### src/rtl/core_op_responder.sv
// Responder for the core op/in/out handshake: ifmap load into external SRAM, origin/depth tracking, 2x2 display.
// Latency: op_ready two cycles after the cycle an op is presented; display data one cycle after each SRAM read.
// Backpressure: in_ready is held high only in LOAD; ops outside WAIT are ignored; display streams without stalls.
module core_op_responder #(
    parameter int DATA_W = 8,
    parameter int OUT_W  = 14,
    parameter int IMG_W  = 8,
    parameter int CH_MAX = 32,
    parameter int ADDR_W = 11
) (
    input  logic              clk,
    input  logic              rst_n,
    input  logic              i_op_valid,
    input  logic [3:0]        i_op_mode,
    output logic              o_op_ready,
    input  logic              i_in_valid,
    input  logic [DATA_W-1:0] i_in_data,
    output logic              o_in_ready,
    output logic              o_out_valid,
    output logic [OUT_W-1:0]  o_out_data,
    output logic              o_mem_cen,
    output logic              o_mem_wen,
    output logic [ADDR_W-1:0] o_mem_addr,
    output logic [DATA_W-1:0] o_mem_wdata,
    input  logic [DATA_W-1:0] i_mem_rdata
);
    localparam int XY_W  = $clog2(IMG_W);
    localparam int CH_W  = $clog2(CH_MAX);
    localparam int DEP_W = CH_W + 1;
    localparam int RD_W  = CH_W + 2;

    localparam logic [XY_W-1:0]   XY_MAX    = XY_W'(IMG_W - 2);
    localparam logic [DEP_W-1:0]  DEP_MIN   = DEP_W'(8);
    localparam logic [DEP_W-1:0]  DEP_MAX   = DEP_W'(CH_MAX);
    localparam logic [ADDR_W-1:0] LAST_ADDR = ADDR_W'(IMG_W * IMG_W * CH_MAX - 1);

    // CMD is the decode cycle between capture and completion; it is where modes 1-6 commit.
    typedef enum logic [2:0] {
        S_RDY, S_WAIT, S_CMD, S_LOAD, S_DISP, S_DRAIN
    } state_t;

    state_t            state, state_d;
    logic              live;
    logic [3:0]        mode_q;
    logic [XY_W-1:0]   x_q, y_q;
    logic [DEP_W-1:0]  dep_q;
    logic [ADDR_W-1:0] ld_cnt;
    logic [RD_W-1:0]   rd_cnt;
    logic              out_vld_q;

    logic              ld_fire;
    logic [RD_W-1:0]   rd_last;
    logic [DEP_W+1:0]  rd_total;
    logic [XY_W-1:0]   rd_row, rd_col;
    logic [ADDR_W-1:0] rd_addr;

    // Origin and depth only move in CMD, so they stay frozen for the whole display.
    assign rd_total = {dep_q, 2'b00};
    assign rd_last  = RD_W'(rd_total - 1'b1);
    assign rd_row   = y_q + XY_W'(rd_cnt[1]);
    assign rd_col   = x_q + XY_W'(rd_cnt[0]);
    assign rd_addr  = ADDR_W'({rd_cnt[RD_W-1:2], rd_row, rd_col});
    assign ld_fire  = (state == S_LOAD) && i_in_valid;

    assign o_out_valid = out_vld_q;
    assign o_out_data  = out_vld_q ? OUT_W'(i_mem_rdata) : '0;

    always_comb begin
        state_d     = state;
        o_op_ready  = 1'b0;
        o_in_ready  = 1'b0;
        o_mem_cen   = 1'b0;
        o_mem_wen   = 1'b0;
        o_mem_addr  = '0;
        o_mem_wdata = '0;
        case (state)
            // live keeps op_ready low until the first edge after reset release.
            S_RDY: begin
                o_op_ready = live;
                if (live) state_d = S_WAIT;
            end
            S_WAIT: begin
                if (i_op_valid) state_d = S_CMD;
            end
            S_CMD: begin
                case (mode_q)
                    4'd0:    state_d = S_LOAD;
                    4'd7:    state_d = S_DISP;
                    default: state_d = S_RDY;
                endcase
            end
            S_LOAD: begin
                o_in_ready = 1'b1;
                if (i_in_valid) begin
                    o_mem_cen   = 1'b1;
                    o_mem_wen   = 1'b1;
                    o_mem_addr  = ld_cnt;
                    o_mem_wdata = i_in_data;
                    if (ld_cnt == LAST_ADDR) state_d = S_RDY;
                end
            end
            S_DISP: begin
                o_mem_cen  = 1'b1;
                o_mem_addr = rd_addr;
                if (rd_cnt == rd_last) state_d = S_DRAIN;
            end
            S_DRAIN: state_d = S_RDY;
            default: state_d = S_RDY;
        endcase
    end

    always_ff @(posedge clk or negedge rst_n) begin
        if (!rst_n) begin
            state     <= S_RDY;
            live      <= 1'b0;
            mode_q    <= '0;
            x_q       <= '0;
            y_q       <= '0;
            dep_q     <= DEP_MAX;
            ld_cnt    <= '0;
            rd_cnt    <= '0;
            out_vld_q <= 1'b0;
        end else begin
            state     <= state_d;
            live      <= 1'b1;
            out_vld_q <= (state == S_DISP);
            if (state == S_WAIT && i_op_valid) mode_q <= i_op_mode;
            if (state == S_CMD) begin
                case (mode_q)
                    4'd1: if (x_q < XY_MAX)    x_q   <= x_q + 1'b1;
                    4'd2: if (x_q != '0)       x_q   <= x_q - 1'b1;
                    4'd3: if (y_q != '0)       y_q   <= y_q - 1'b1;
                    4'd4: if (y_q < XY_MAX)    y_q   <= y_q + 1'b1;
                    4'd5: if (dep_q > DEP_MIN) dep_q <= dep_q >> 1;
                    4'd6: if (dep_q < DEP_MAX) dep_q <= dep_q << 1;
                    default: ;
                endcase
            end
            if (ld_fire) ld_cnt <= (ld_cnt == LAST_ADDR) ? '0 : ld_cnt + 1'b1;
            rd_cnt <= (state == S_DISP) ? rd_cnt + 1'b1 : '0;
        end
    end
endmodule

### config.mk
export PLATFORM = sky130hd
export DESIGN_NAME = core_op_responder
export DESIGN_NICKNAME = d
export VERILOG_FILES = /design/src/rtl/core_op_responder.sv
export SDC_FILE = /design/constraint.sdc
export NUM_CORES = 1
export LEC_CHECK = 0
export ABC_CLOCK_PERIOD_IN_PS = 2100
export CAP_MARGIN = 20
export CORE_UTILIZATION = 45
export CTS_CLUSTER_SIZE = 40
export DETAILED_ROUTE_END_ITERATION = 7
export PLACE_DENSITY = 0.75
export SYNTH_ARGS = -nofsm -noshare
export SYNTH_HDL_FRONTEND = slang
export SYNTH_SLANG_ARGS = --single-unit
export TNS_END_PERCENT = 10
### constraint.sdc
create_clock -name clk -period 2.1 [get_ports clk]
set_clock_uncertainty 0.2 [all_clocks]
set_input_delay 0.525 -clock clk [delete_from_list [all_inputs] [get_ports clk]]
set_output_delay 0.525 -clock clk [all_outputs]
set_load 0.005 [all_outputs]
==> flow_summary.json <==
{
  "fp.dieH_um": 75.62,
  "avgSynthCellArea_um2": 9.873,
  "cts_inserted_buffers": 5,
  "drive_above_1_share": 0.3583,
  "fin_setup_tns_ps": -3305,
  "cts.sinks": 39,
  "grt_pass1_vias": 2113,
  "htreeDepth": 2,
  "setup_violations": 22,
  "antenna_found_initial": 0,
  "clockBufferDepth": 2,
  "coreArea_um2": 5172,
  "cts_tree": "built",
  "firstDrtPassIters": 4,
  "routed_wl_um": 5815,
  "worstPathMaxFanout": 3,
  "grt_pass1_wl_um": 9163,
  "async_flop_share": 1.000,
  "required_ps": 1370,
  "ys_ff_latch": 39,
  "crit_arrival_ps": 1610,
  "syn_area_um2": 2439,
  "num_rows": 26,
  "pwr_density_cell_nw_per_um2": 933.6,
  "ant_nets": 0,
  "yosysWarningCount": 0,
  "drt_first_iter_violations": 60,
  "violations": "setup timing",
  "grt_max_degree": 22,
  "num_antenna_cells": 0,
  "netlist_instances": 247,
  "vias": 2210,
  "io_buffers": 55,
  "hpwl_um": 4039,
  "cts_root_buffer": "clkbuf_8",
  "die_area_um2": 5718,
  "clk_pin_slew_ps": 70,
  "initial_core_util": 0.4715,
  "overflow": 0,
  "leakage_nw": 1.739,
  "layout_worst_path_cycle_share": 1.110,
  "regArea_um2": 978.4,
  "run_status": "complete, but fails checks",
  "rsz0062_at_grt": "true",
  "max_freq_ghz": 0.4291,
  "hold_violations": 0,
  "fillers": 413,
  "power_w": 0.003377,
  "vias_per_cell": 5.140,
  "setup_ws_ps": -230.6,
  "ys_seq_area_frac": 0.4007,
  "die_w_um": 75.62,
  "multiInputGateArea_um2": 1446,
  "finalCriticalPeriod_ps": 2331,
  "grt_use_total": 0.2141,
  "worstSetupEndpointType": "output pin",
  "worstSetupPathType": "register to output pin",
  "gp_congestion": 0.8223,
  "synth_edf_count": 0,
  "avgRoutedWirePerCell_um": 13.52,
  "maxCapViolCount": 0,
  "drv_slew": 0,
  "ys.flop_type": "dfrtp_1",
  "hold_class": "register to register",
  "ioPinCount": 62,
  "cp-start-kind": "register",
  "ir_worst_vdd_mv": 0.6507,
  "syn2layout_area_growth_pct": 48.33,
  "clk_latency_ps": 290,
  "yosysUniqueCellTypes": 54,
  "final_nets": 392,
  "drcViolationCount": 0
}
final timing paths:
path | to | slack (ps) | start | depth (start not counted)
max reg2reg | y_q[1]$_DFFE_PN0P_ | -10 | state[0]$_DFFE_PN0P_ | 6
max | o_mem_cen | -230 | state[0]$_DFFE_PN0P_ | 8
min in group asynchronous | o_out_valid$_DFF_PN0_ | 520 | rst_n | 2
min reg2reg | dep_q[5]$_DFFE_PN1P_ | 320 | dep_q[5]$_DFFE_PN1P_ | 2
min | dep_q[5]$_DFFE_PN1P_ | 320 | dep_q[5]$_DFFE_PN1P_ | 2
max in group asynchronous | dep_q[5]$_DFFE_PN1P_ | 620 | rst_n | 3
cell families after synthesis:
group / synth area share
AND/OR/NAND/NOR: 0.2345
adder cells (fa/ha/maj): 0.05233
flip-flops: 0.4007
buffers and inverters: 0.04721
XOR/XNOR: 0.09338
multiplexers: 0.06311
other: 0.003080
AO/OA/AOI/OAI: 0.1057
critical path, stage by stage, from the launching register on:
cell      delay [ps]
dfrtp_1          400
buf_4            140
buf_4            140
nor2_4           110
nand2_4           70
buf_4            150
buf_4            120
nand2_1           60
clkbuf_2         110
layout by cell type, fill, tap and decap left out, drive strengths merged, types with 2 or more instances in the layout:
master,n
a22o,9
a211oi,2
nand3,8
nor2,23
buf,73
dlygate4sd2,8
clkdlybuf4s15,2
mux2i,3
xor2,10
bufinv,2
xnor2,16
a21oi,2
nor3,6
and3,5
nor4b,2
inv,11
and2,17
fa,2
ha,7
conb,7
clkbuf,10
o22ai,2
dfrtp,38
a31oi,3
o21ai,6
or3b,2
nor3b,2
o21a,3
nand2b,6
mux2,11
nand2,21
clkdlybuf4s50,22
nand4,3
where the power goes:
part / switching, W / internal, W / total [W]
Sequential: 0.000139 / 0.000907 / 0.00105
Clock: 0.000266 / 0.000475 / 0.000741
Combinational: 0.000704 / 0.000886 / 0.00159
Total: 0.00111 / 0.00227 / 0.00338
per-stage QoR:
stage                     hold WS [ps]  cells  cell area [um2]  setup WS [ps]  utilization
after global placement           286.9    401             3292         -661.8       0.6364
after detailed placement         294.1    401             3292         -712.3       0.6364
after CTS                        308.1    428             3536         -205.2       0.6836
after floorplan                  29.41    252             2457          37.63            -
after global routing             343.7    430             3617         -296.6       0.6993
final                            318.4    430             3617         -230.6       0.6993
routing by layer:
layer  up-vias  GRT usage  share of wire
li1       1066          -              -
met1      1060     0.2549           0.43
met2        76     0.3859           0.49
met3         8    0.04630          0.067
met4         0    0.06790          0.012
met5         -          0              0
registers in the layout (all words and copies together) (netlist names):
register / count
x_q: 3
ld_cnt: 11
o_out_valid: 1
y_q: 3
rd_cnt: 7
live: 1
dep_q: 6
state: 3
mode_q: 4
cells in the mapped netlist, types with 2 or more instances:
cell / count / share of area
o22ai_1: 2 / 0.0051
inv_2: 2 / 0.0031
mux2_2: 10 / 0.046
and3_1: 5 / 0.013
nand2_1: 20 / 0.031
conb_1: 2 / 0.0031
o21a_1: 2 / 0.0062
a21oi_1: 2 / 0.0041
ha_1: 7 / 0.036
buf_4: 7 / 0.022
buf_2: 2 / 0.0041
dfrtp_1: 38 / 0.39
nand3_1: 8 / 0.016
or3b_2: 2 / 0.0072
clkbuf_1: 2 / 0.0031
xor2_1: 10 / 0.036
a22o_1: 9 / 0.032
a31oi_1: 3 / 0.0077
nand4_1: 3 / 0.0077
fa_1: 2 / 0.016
nor3_1: 6 / 0.012
inv_1: 7 / 0.011
o21ai_0: 6 / 0.012
xnor2_1: 16 / 0.057
nor2_1: 22 / 0.034
mux2i_1: 3 / 0.012
nand2b_1: 6 / 0.015
and2_1: 17 / 0.044
layout make-up:
cell class,instances,share of cell area
Multi-Input combinational cell,192,0.3999
Sequential cell,39,0.2705
Timing Repair Buffer,110,0.2525
Tap cell,70,0.02421
Clock buffer,6,0.02006
Clock inverter,2,0.01660
Inverter,9,0.01211
Timing Repair inverter,2,0.004151
what timing repair did:
item	CTS	global route
endpoints found under the hold margin	18	0
setup endpoints to repair	34	39
pin swaps	15	8
resized for setup	98	33
cloned	2	0
buffers inserted	16	2
hold buffers	1	0
(Power assumes the default switching activity.)
